--- config.mk ---
export PLATFORM = sky130hd
export DESIGN_NAME = fifo8x9_ctrl_flat
export DESIGN_NICKNAME = d
export VERILOG_FILES = /design/src/rtl/fifo8x9_ctrl_if.sv /design/src/rtl/fifo8x9_ctrl.sv /design/src/flat_wrapper.sv
export SDC_FILE = /design/constraint.sdc
export NUM_CORES = 1
export LEC_CHECK = 0
export CORE_AREA = 10 10 47 49
export CTS_BUF_LIST = sky130_fd_sc_hd__clkbuf_16
export DETAILED_ROUTE_END_ITERATION = 7
export DIE_AREA = 0 0 57 59
export DONT_BUFFER_PORTS = 1
export PLACE_DENSITY = 0.5
export SYNTH_ARGS = -nofsm -noshare
export SYNTH_HDL_FRONTEND = slang
export SYNTH_SLANG_ARGS = --single-unit
--- constraint.sdc ---
create_clock -name clk -period 2.93 [get_ports clk]
set_input_delay 0.293 -clock clk [delete_from_list [all_inputs] [get_ports clk]]
set_output_delay 0.293 -clock clk [all_outputs]
set_load 0.01 [all_outputs]
--- src/rtl/fifo8x9_ctrl_if.sv ---
// Producer/consumer handshake bundle for fifo8x9_ctrl.
//   flush   : synchronous flush command, level-sensitive
//   wr_req  : producer asks to push this cycle
//   wr_ack  : push accepted this cycle
//   rd_req  : consumer asks to pop this cycle
//   rd_ack  : pop accepted; storage DataOut valid this cycle
// master : the requesting side (producer/consumer/flush source)
// slave  : the controller
interface fifo8x9_ctrl_if;
  logic flush;
  logic wr_req;
  logic wr_ack;
  logic rd_req;
  logic rd_ack;

  modport master (
    output flush,
    output wr_req,
    output rd_req,
    input  wr_ack,
    input  rd_ack
  );

  modport slave (
    input  flush,
    input  wr_req,
    input  rd_req,
    output wr_ack,
    output rd_ack
  );
endinterface

--- src/rtl/fifo8x9_ctrl.sv ---
// Sequencing controller for the 8-entry x 9-bit FIFO storage block.
// Drives the storage pointer clears, increments and read/write enables, tracks
// occupancy, decodes level flags and keeps sticky overflow/underflow errors.
// Ports:
//   clk, rst          : clock, asynchronous active-low reset
//   bus (slave)       : flush, wr_req/wr_ack, rd_req/rd_ack handshakes
//   rd_ptr_clr, wr_ptr_clr, rd_inc, wr_inc, rden, wren : storage strobes
//   count             : occupancy 0..DEPTH
//   full, empty, almost_full, almost_empty : decoded from count register
//   overflow, underflow : sticky errors, cleared by flush or reset
//   busy              : high in INIT or FLUSH, no transfers accepted
module fifo8x9_ctrl #(
  parameter int unsigned DEPTH    = 8,
  parameter int unsigned CNT_W    = 4,
  parameter int unsigned AF_LEVEL = 6,
  parameter int unsigned AE_LEVEL = 2
) (
  input  logic               clk,
  input  logic               rst,
  fifo8x9_ctrl_if.slave      bus,
  output logic               rd_ptr_clr,
  output logic               wr_ptr_clr,
  output logic               rd_inc,
  output logic               wr_inc,
  output logic               rden,
  output logic               wren,
  output logic [CNT_W-1:0]   count,
  output logic               full,
  output logic               empty,
  output logic               almost_full,
  output logic               almost_empty,
  output logic               overflow,
  output logic               underflow,
  output logic               busy
);

  localparam logic [CNT_W-1:0] DepthC = CNT_W'(DEPTH);
  localparam logic [CNT_W-1:0] AfC    = CNT_W'(AF_LEVEL);
  localparam logic [CNT_W-1:0] AeC    = CNT_W'(AE_LEVEL);

  typedef enum logic [1:0] {StInit, StRun, StFlush} state_e;

  state_e           state_q, state_d;
  logic [CNT_W-1:0] count_q, count_d;
  logic             overflow_q, overflow_d;
  logic             underflow_q, underflow_d;
  logic             in_run;
  logic             push;
  logic             pop;

  // State register
  always_ff @(posedge clk or negedge rst) begin
    if (!rst) begin
      state_q <= StInit;
    end else begin
      state_q <= state_d;
    end
  end

  // Next-state logic
  always_comb begin
    state_d = state_q;
    unique case (state_q)
      StInit:  state_d = bus.flush ? StFlush : StRun;
      StRun:   if (bus.flush) state_d = StFlush;
      StFlush: if (!bus.flush) state_d = StRun;
      default: state_d = StInit;
    endcase
  end

  // Output logic
  always_comb begin
    in_run     = 1'b0;
    push       = 1'b0;
    pop        = 1'b0;
    rd_ptr_clr = 1'b0;
    wr_ptr_clr = 1'b0;
    busy       = 1'b1;
    unique case (state_q)
      StInit: begin
        // State sits in INIT throughout reset; the clear pulse belongs only to
        // the first cycle after release, so gate it with rst.
        rd_ptr_clr = rst;
        wr_ptr_clr = rst;
      end
      StRun: begin
        busy   = 1'b0;
        // Flush wins over any transfer requested in the same cycle.
        in_run = ~bus.flush;
        push   = in_run & bus.wr_req & ~full;
        pop    = in_run & bus.rd_req & ~empty;
      end
      StFlush: begin
        rd_ptr_clr = 1'b1;
        wr_ptr_clr = 1'b1;
      end
      default: ;
    endcase
    bus.wr_ack = push;
    wren       = push;
    wr_inc     = push;
    bus.rd_ack = pop;
    rden       = pop;
    rd_inc     = pop;
  end

  // Occupancy and sticky error next-state
  always_comb begin
    count_d     = count_q;
    overflow_d  = overflow_q;
    underflow_d = underflow_q;
    if (state_q == StFlush) begin
      count_d     = '0;
      overflow_d  = 1'b0;
      underflow_d = 1'b0;
    end else if (in_run) begin
      unique case ({push, pop})
        2'b10:   count_d = count_q + 1'b1;
        2'b01:   count_d = count_q - 1'b1;
        default: count_d = count_q;
      endcase
      overflow_d  = overflow_q | (bus.wr_req & full);
      underflow_d = underflow_q | (bus.rd_req & empty);
    end
  end

  always_ff @(posedge clk or negedge rst) begin
    if (!rst) begin
      count_q     <= '0;
      overflow_q  <= 1'b0;
      underflow_q <= 1'b0;
    end else begin
      count_q     <= count_d;
      overflow_q  <= overflow_d;
      underflow_q <= underflow_d;
    end
  end

  // Flags decode the registered count only, so they lag the accepting edge.
  always_comb begin
    count        = count_q;
    full         = (count_q == DepthC);
    empty        = (count_q == '0);
    almost_full  = (count_q >= AfC);
    almost_empty = (count_q <= AeC);
    overflow     = overflow_q;
    underflow    = underflow_q;
  end

endmodule

--- src/flat_wrapper.sv ---
// flat-port wrapper written by rule: the top's interface ports become plain ports
module fifo8x9_ctrl_flat 
#(
  parameter int unsigned DEPTH    = 8,
  parameter int unsigned CNT_W    = 4,
  parameter int unsigned AF_LEVEL = 6,
  parameter int unsigned AE_LEVEL = 2
)
  (clk, rst, rd_ptr_clr, wr_ptr_clr, rd_inc, wr_inc, rden, wren, count, full, empty, almost_full, almost_empty, overflow, underflow, busy, bus_flush, bus_wr_req, bus_rd_req, bus_wr_ack, bus_rd_ack);
  fifo8x9_ctrl_if bus_i ();
  input  logic clk;
  input  logic rst;
  output logic rd_ptr_clr;
  output logic wr_ptr_clr;
  output logic rd_inc;
  output logic wr_inc;
  output logic rden;
  output logic wren;
  output logic [CNT_W-1:0] count;
  output logic full;
  output logic empty;
  output logic almost_full;
  output logic almost_empty;
  output logic overflow;
  output logic underflow;
  output logic busy;
  input wire logic [$bits(bus_i.flush)-1:0] bus_flush;
  input wire logic [$bits(bus_i.wr_req)-1:0] bus_wr_req;
  input wire logic [$bits(bus_i.rd_req)-1:0] bus_rd_req;
  output wire logic [$bits(bus_i.wr_ack)-1:0] bus_wr_ack;
  output wire logic [$bits(bus_i.rd_ack)-1:0] bus_rd_ack;
  assign bus_i.flush = bus_flush;
  assign bus_i.wr_req = bus_wr_req;
  assign bus_i.rd_req = bus_rd_req;
  assign bus_wr_ack = bus_i.wr_ack;
  assign bus_rd_ack = bus_i.rd_ack;
  fifo8x9_ctrl #(.DEPTH(DEPTH), .CNT_W(CNT_W), .AF_LEVEL(AF_LEVEL), .AE_LEVEL(AE_LEVEL)) u_core (.clk(clk), .rst(rst), .bus(bus_i), .rd_ptr_clr(rd_ptr_clr), .wr_ptr_clr(wr_ptr_clr), .rd_inc(rd_inc), .wr_inc(wr_inc), .rden(rden), .wren(wren), .count(count), .full(full), .empty(empty), .almost_full(almost_full), .almost_empty(almost_empty), .overflow(overflow), .underflow(underflow), .busy(busy));
endmodule
# Word-level counts from Yosys, hierarchy flattened
# Index checks and enable logic that the tools add are counted.
word_totals:
  register_bits: 8
  inputBits: 5
  out_inout_bits: 19
op_classes:
  addsub: 2
  n_lt_le_gt_ge: 2
  eq_ne: 7
  mux: 16
  bitwise_logic: 11
  reduce_logical: 6
op_table:
  columns: ["cell", "n"]
  rows:
  - ["1-bit 2-to-1 mux", 8]
  - ["4-bit 2-to-1 mux", 2]
  - ["4-bit one-hot mux with 2 select lines", 1]
  - ["1-bit AND", 6]
  - ["2-bit 2-to-1 mux", 3]
  - ["2-bit one-hot mux with 3 select lines", 1]
  - ["4-bit by 1-bit adder with 4-bit output (second input constant)", 1]
  - ["2-bit by 1-bit == test with 1-bit output (second input constant)", 2]
  - ["2-bit == test (second input constant)", 2]
  - ["4-bit == test (second input constant)", 1]
  - ["4-bit by 3-bit >= comparator with 1-bit output (second input constant)", 1]
  - ["4-bit by 2-bit <= comparator with 1-bit output (second input constant)", 1]
  - ["4-bit logical NOT", 1]
  - ["2-bit inequality test (second input constant)", 2]
  - ["2-bit AND reduction", 2]
  - ["4-bit by 1-bit subtractor with 4-bit output (second input constant)", 1]
  - ["1-bit inverter", 3]
  - ["3-bit nonzero test", 1]
  - ["2-bit logical NOT", 1]
  - ["1-bit bitwise OR", 2]
  - ["1-bit one-hot mux with 2 select lines", 1]
  - ["2-bit nonzero test", 1]

# Depth between registers and ports, before layout
# Gate-level depths: netlist (run 1).
depth:
  depth_word: 8
  ltp_mapped: 8
  depth_no_buf: 8

# Worst setup path after synthesis (run 1)
# No wires, ideal clock.
synth_timing:
  kind: "flip-flop to flip-flop"
  from: "reg u_core.count_q[0], in the netlist u_core.count[0]"
  to: "reg u_core.count_q[3], in the netlist u_core.count[3]"
  setup_time_ns: 0.069
  arrival_time_ns: 2.547
  path_slack_ns: 0.314
  path_stages_with_launch: 8
  path_buffers: 1
  cell_sequence: "dfrtp_1 nor4_1 nor2b_1 ha_1 or4b_1 buf_2 a211o_1 nand3_1"
synth_via:
  elab_chain_cells: 8
  word_cells_on_any_way: 17
  classes_between: "add/sub: 2; eq/ne: 3; mux: 5; bitwise: 4; reduce/logical: 3"
synth_rtl:
  columns: ["item", "line_no", "rtl"]
  rows:
  - ["start, declared", "fifo8x9_ctrl.sv:44", "logic [CNT_W-1:0] count_q, count_d;"]
  - ["start signal, assigned", "fifo8x9_ctrl.sv:133", "count_q <= count_d;"]
  - ["4-bit logical NOT (*)", "fifo8x9_ctrl.sv:143", "empty = (count_q == '0);"]
  - ["named net empty", "flat_wrapper.sv:21", "output logic empty;"]
  - ["1-bit inverter (*)", "fifo8x9_ctrl.sv:91", "pop = in_run & bus.rd_req & ~empty;"]
  - ["1-bit AND (*)", "fifo8x9_ctrl.sv:91", null]
  - ["1-bit 2-to-1 mux (*)", "fifo8x9_ctrl.sv:79", "unique case (state_q)"]
  - ["named net bus_rd_ack", "flat_wrapper.sv:31", "output wire logic [$bits(bus_i.rd_ack)-1:0] bus_rd_ack;"]
  - ["2-bit by 1-bit == test with 1-bit output or 2-bit == test (tied branches)", "fifo8x9_ctrl.sv:117", "unique case ({push, pop})"]
  - ["4-bit one-hot mux with 2 select lines", "fifo8x9_ctrl.sv:117", null]
  - ["4-bit 2-to-1 mux", "fifo8x9_ctrl.sv:116", "end else if (in_run) begin"]
  - ["4-bit 2-to-1 mux", "fifo8x9_ctrl.sv:112", "if (state_q == StFlush) begin"]
# The timed path passes the listed nets; every way through them passes the cells marked *. The select of a mux whose other input is x is not followed.
# A chain may end at the register's enable or synchronous reset.

# Worst setup path in the final report (run 1)
layout_timing:
  from: "reg u_core.state_q[0]"
  to: "reg u_core.count_q[3], in the netlist u_core.count[3]"
layout_via:
  elab_chain_cells: 6
  word_cells_on_any_way: 13
  classes_between: "eq/ne: 4; mux: 6; reduce/logical: 3"
layout_rtl:
  columns: ["item", "line_no", "rtl"]
  rows:
  - ["start, declared", "fifo8x9_ctrl.sv:43", "state_e state_q, state_d;"]
  - ["start signal, assigned", "fifo8x9_ctrl.sv:54", "state_q <= StInit;"]
  - ["start signal, assigned", "fifo8x9_ctrl.sv:56", "state_q <= state_d;"]
  - ["2-bit by 1-bit == test with 1-bit output", "fifo8x9_ctrl.sv:79", null]
  - ["1-bit 2-to-1 mux", "fifo8x9_ctrl.sv:79", null]
  - ["2-bit by 1-bit == test with 1-bit output or 2-bit == test (tied branches)", "fifo8x9_ctrl.sv:117", null]
  - ["4-bit one-hot mux with 2 select lines", "fifo8x9_ctrl.sv:117", null]
  - ["4-bit 2-to-1 mux", "fifo8x9_ctrl.sv:116", null]
  - ["4-bit 2-to-1 mux", "fifo8x9_ctrl.sv:112", null]
# Several ways; a longest one is shown, not always the timed one. The select of a mux whose other input is x is not followed.

==> results of run 1 <==
==> worst max-delay path, stage by stage, from the launching register on <==
cell      delay [ps]
dfrtp_1          440
or2b_1           330
nor3b_1          400
nand2b_1         110
ha_1             270
or4b_1           610
a211o_1          270
nand3_1           80
==> flip-flops by register name, indices dropped and copies added (netlist names) <==
register	count
u_core.count	4
u_core.state_q	2
u_core.overflow	1
u_core.underflow	1
==> layout make-up <==
cell class,instances,share of cell area
Inverter,1,0.00607
Clock buffer,3,0.121
Sequential cell,8,0.324
Multi-Input combinational cell,38,0.464
Timing Repair Buffer,4,0.0526
Tap cell,16,0.0324
==> power breakdown <==
group	total [mW]	switching [mW]	internal, mW
Combinational	0.0230	0.0125	0.0105
Clock	0.231	0.0551	0.176
Sequential	0.128	0.0104	0.117
==> placed cells by master, fill, tap and decap left out, types with 2 or more instances in the layout <==
cell type,Yosys,routed
dfrtp_1,8,8
nand3_1,6,6
o21ai_0,3,3
ha_1,3,3
clkbuf_16,0,3
buf_4,5,3
nor2_1,2,2
or2b_1,2,2
nor3b_1,2,2
nor2b_1,2,2
a21oi_1,2,2
and2b_1,2,2
a221o_1,2,2
==> logic make-up (layout without fill, tap and decap cells) <==
kind of cell               Yosys count  count (layout)  share of synthesized area
buffers and inverters                7               8                     0.0868
AOI/OAI and AO/OA                   11              11                      0.143
DFF                                  8               8                      0.376
and+or+nand+nor                     21              21                      0.254
xor gates and xnor gates             2               2                     0.0329
adders and majority gates            4               4                      0.108
==> repair_timing <==
action | 4_1_cts | 5_1_grt
resized for setup | 0 | 0
setup buffers | 0 | 0
hold endpoints to repair | 8 | 0
hold buffers | 1 | 0
==> how the worst max path moves through the flow <==
stage | to | slack (ps) | depth (start not counted)
2_1_floorplan | u_core.count[3] | 310 | 7
3_3_place_gp | u_core.count[3] | 410 | 7
3_5_place_dp | u_core.count[3] | 340 | 7
4_1_cts | u_core.count[3] | 330 | 7
5_1_grt | u_core.count[3] | 160 | 7
6_report | u_core.count[3] | 370 | 7
==> layer usage <==
metal  GRT usage  part of all wire  up-vias
met3      0.0622              0.15        2
li1            -                 -      193
met2       0.113              0.47       19
met1      0.0700              0.37      190
met4      0.0503             0.014        0
met5           0                 0        -
==> metrics.md, run 1 <==
| Metric | Value |
|---|---|
| Post-synth top flop | dfrtp_1 |
| Post-synth net total | 62 |
| Sequential-to-total area share from yosys stat | 0.376 |
| Layout area overhead | 16.0% |
| Most area-consuming cells after synthesis | dfrtp_1, buf_4, ha_1 |
| Row count | 14 |
| Unrepaired setup endpoints after global routing | no |
| Synth warnings | 0 |
| Seq cells post-synth | 8 |
| Setup TNS | 0 ps |
| R2R Setup Slk | 370 ps |
| Clk slew on worst S/H paths | approximately 40 ps |
| Cts bufs inserted | 3 |
| Worst min path class | in -> reg |
| Routability cong. | between 0.6 and 0.7 |
| DR vias/cell | between 5 and 6 |
| Setup crit end kind | register |
| Highest Clock Rate | a little under 400 MHz |
| Reg2Reg Depth | 7 |
| FF/Latch Area | 200 sq um |
| Post-synthesis instance area | 533 sq um |
| Core area | between 0.001 and 0.0015 sq mm |
| CTS sink cnt | 8 |
| Crit path from | u_core.state_q[0] |
| CTS tree | done |
| Max-cap violation count | 0 |
| RR Endpoint | u_core.count[3] |
| DRC | 0 |
| Final setup fails | 0 |
| Starting Density | 0.380 |
| CP required | between 3000 and 4000 ps |
| Clock latency on the worst-skew pair | approximately 230 ps |
| Post-layout util | 0.441 |
| Hold path start | bus_flush |
| Vias in the first global route | just over 400 |
| Most frequent cell after synthesis | dfrtp_1 |
| Fin worst setup slack | 367 ps |
| Die span in x | roughly 57 um |
| DP Area | ~530 sq um |
| Fill cells | roughly 150 |
| Post-place setup slack | 338 ps |
| H-Tree Depth | 1 |
| Placed insts | 66 |
| Die height | 59 um |
| Diode count | 0 |
| Share of cells above drive strength 1 | 0.111 |
| Crit start category | register |
| Final Hold Fails | 0 |
| Final wirelength | 1260 um |
| DR WL/cell | ~18 um |
| Non-filler instance count after layout | 70 |
| Hold depth | 1 |
| Clock Skews | between 4 and 5 ps |
| Area occupied by multi-input gates | roughly 290 sq um |
| Hold worst-path end | u_core.state_q[0] |
| Total grt overflow | 0 |
| Synth unique cells | 26 |
| Top cell type's share of synthesized area | 0.376 |
| Initial antenna violation count | 0 |
| Dominant cell type by area after synthesis | dfrtp_1 |
| Final period utilization | 0.875 |
| Root Buffer | clkbuf_16 |
| Vias | 404 |
| 1st-pass router iterations | 6 |
| Power Density | roughly 620 mW/mm^2 |
| Number of DRC markers in iteration 0 | 10 |
| Top post-synthesis cells by count | dfrtp_1, nand3_1, buf_4 |
| VDD IR max | ~0.00043 V |
| Crit path max fanout | 9 |
| Slew HR | 0.608 |
| Die area | 0.00336 sq mm |
| Syn Area/Cell | just over 10 sq um |
| Setup Crit Path Kind | reg -> reg |
| CTS max path bufs | 2 |
| Post-synth EDFFs | 0 |
| DP Wirelength | roughly 1000 um |
| Max Slew Vio Count | 0 |
| Worst r2r src | u_core.state_q[0] |
| Power Total | around 0.38 mW |
| Cells after Synth | 53 |
| Leakage | between 0.2 and 0.3 nW |
| Gr usage total | 0.0761 |
| Worst-margin pin slew | between 500 and 600 ps |
| Worst Path Arrival | 2730 ps |
| Global-route wire length before repair | 1960 um |
| Top-Level Pins | 24 |
| Largest net degree at the start of global routing | 10 |
| Fin Hold WS | 121 ps |
| Post-route cell area | between 600 and 700 sq um |
| Fin nets | 65 |
| Period minus WS final | about 2600 ps |
| Status | finished, final reports clean |
| Number of I/O port buffers | 0 |
| Number of routed nets with antenna violations | 0 |
| Asr flop ratio synth | 1.00 |
Power figures use the tool's default switching activity.
==> run 2, diff against run 1 <==
--- a/config.mk
+++ b/config.mk
@@ -7,6 +7,7 @@
 export LEC_CHECK = 0
 export CORE_AREA = 10 10 47 49
 export CTS_BUF_LIST = sky130_fd_sc_hd__clkbuf_16
+export CTS_CLUSTER_SIZE = 16
 export DETAILED_ROUTE_END_ITERATION = 7
 export DIE_AREA = 0 0 57 59
 export DONT_BUFFER_PORTS = 1
==> constraint.sdc (replaced) <==
create_clock -name clk -period 2.93 [get_ports clk]
set_input_delay 0.586 -clock clk [delete_from_list [all_inputs] [get_ports clk]]
set_output_delay 0.586 -clock clk [all_outputs]
set_load 0.01 [all_outputs]
==> metrics.md, run 2 (synthesis results as in run 1) <==
| Metric | Value |
|---|---|
| Period minus WS final | 2560 ps (about the same) |
| CP required | 3100 ps (about the same) |
| Post-CTS Resized | 0 (unchanged) |
| Hold_buf cts | 0 (was 1) |
| Post-route cell area | 608 sq um (was 618 sq um) |
| Die span in x | 57 um (unchanged) |
| Global-route wire length before repair | 1940 um (was 1960 um) |
| Worst path max stage delay | 610 ps (about the same) |
| DP Wirelength | 978 um (unchanged) |
| Initial antenna violation count | 0 (unchanged) |
| CTS tree | done (unchanged) |
| Unrepaired setup endpoints after global routing | no (unchanged) |
| Worst Path Arrival | 2730 ps (about the same) |
| Final period utilization | 0.875 (about the same) |
| CTS sink cnt | 8 (unchanged) |
| Vias | 402 (was 404) |
| Vias in the first global route | 394 (was 404) |
| DR WL/cell | 18.3 um (was 18.0 um) |
| Power Density | 627 mW/mm^2 (was 618 mW/mm^2) |
| DRC | 0 (unchanged) |
| Crit path max fanout | 9 (unchanged) |
| Crit start category | register (unchanged) |
| Layout area overhead | 14.1% (was 16.0%) |
| Max Slew Vio Count | 0 (unchanged) |
| Most frequent cells in the layout | dfrtp_1, nand3_1 (unchanged) |
| Diode count | 0 (unchanged) |
| VDD IR max | 0.000432 V (was 0.000431 V) |
| Slew HR | 0.601 (was 0.608) |
| Clock latency on the worst-skew pair | 240 ps (was 230 ps) |
| Top-Level Pins | 24 (unchanged) |
| 1st-pass router iterations | 2 (was 6) |
| Setup TNS | 0 ps (unchanged) |
| Cts bufs inserted | 3 (unchanged) |
| Final setup fails | 0 (unchanged) |
| Setup crit end kind | register (unchanged) |
| Routability cong. | 0.677 (unchanged) |
| Worst-margin pin slew | 597 ps (was 587 ps) |
| Share of cells above drive strength 1 | 0.113 (was 0.111) |
| Largest net degree at the start of global routing | 10 (unchanged) |
| Total grt overflow | 0 (unchanged) |
| Setup repair bufs after CTS | 0 (unchanged) |
| Setup Crit Path Kind | reg -> reg (unchanged) |
| Number of DRC markers in iteration 0 | 11 (was 10) |
| Gr usage total | 0.0757 (was 0.0761) |
| Core area | 0.00140 sq mm (unchanged) |
| Commonest non-fill, non-tap cell in the layout | dfrtp_1 (unchanged) |
| Slowest CP cell | or4b_1 (unchanged) |
| Max reg flops | 4 (unchanged) |
| CTS max path bufs | 2 (unchanged) |
| Worst min path class | in -> async (was in -> reg) |
| Fin nets | 64 (was 65) |
| Max-cap violation count | 0 (unchanged) |
| Clock Skews | 5.42 ps (was 4.88 ps) |
| Row count | 14 (unchanged) |
| Number of routed nets with antenna violations | 0 (unchanged) |
| Final wirelength | 1270 um (was 1260 um) |
| Fill cells | 146 (was 147) |
| H-Tree Depth | 1 (unchanged) |
| Die height | 59 um (unchanged) |
| Clk slew on worst S/H paths | 40 ps (about the same) |
| Crit-path cells | or2b_1 -> nor3b_1 -> nor2b_1 -> ha_1 -> or4b_1 -> a211o_1 -> nand3_1 (was or2b_1 -> nor3b_1 -> nand2b_1 -> ha_1 -> or4b_1 -> a211o_1 -> nand3_1) |
| Number of I/O port buffers | 0 (unchanged) |
| Leakage | 0.284 nW (was 0.288 nW) |
| Highest Clock Rate | 390 MHz (about the same) |
| Status | finished, final reports clean (unchanged) |
| Die area | 0.00336 sq mm (unchanged) |
| Starting Density | 0.380 (unchanged) |
| DP Area | 533 sq um (unchanged) |
| Root Buffer | clkbuf_16 (unchanged) |
| Final Hold Fails | 0 (unchanged) |
| DR vias/cell | 5.83 (was 5.77) |
[run 2: metrics by stage]
step | power [mW] | hold WS [ps] | setup WS, ps | utilization | std cells
after CTS | 0.388 | 39.5 | 327 | 0.434 | 69
final | 0.381 | 43.9 | 367 | 0.434 | 69
after floorplan | 0.146 | 290 | 314 | - | 53
after detailed placement | 0.149 | 291 | 338 | 0.380 | 66
after global routing | 0.395 | 38.5 | 161 | 0.434 | 69
after global placement | 0.149 | 291 | 410 | 0.380 | 66
[run 2: report_power, final]
| group | total [mW] | internal (mW) | switching [mW] |
|---|---|---|---|
| logic | 0.0199 | 0.00959 | 0.0103 |
| registers | 0.128 | 0.117 | 0.0107 |
| clock network | 0.234 | 0.176 | 0.0572 |
| total | 0.381 | 0.303 | 0.0783 |
[run 2: critical path: cells and delay by family, from the launching register on]
kind            cells  cell delay, ps
compound gates      1             270
simple gates        5            1540
flops               1             440
fa+ha+maj           1             250
[run 2: metal layers]
metal	wire, um	up-vias	GRT usage
met5	0	-	0
met4	28	0	0.0503
met3	199	4	0.0622
met2	565	20	0.112
met1	472	189	0.0700
li1	-	189	-
[run 2: cell type report]
cell class	count	area (sq um)	area share
Timing Repair Buffer	3	22.5	0.0370
Inverter	1	3.75	0.00617
Sequential cell	8	200	0.329
Clock buffer	3	75.1	0.123
Tap cell	16	20.0	0.0329
Multi-Input combinational cell	38	287	0.471
[run 2: path summary, 6_finish.rpt]
path | from | end | slack [ps] | depth (start not counted)
max in group asynchronous | rst | u_core.count[2] | 2810 | 0
hold / removal | rst | u_core.count[0] | 40 | 0
setup reg to reg | u_core.state_q[0] | u_core.count[3] | 370 | 7
hold reg to reg | u_core.state_q[1] | u_core.state_q[0] | 560 | 1
setup / recovery | u_core.state_q[0] | u_core.count[3] | 370 | 7
min in group clk | bus_flush | u_core.state_q[0] | 410 | 1
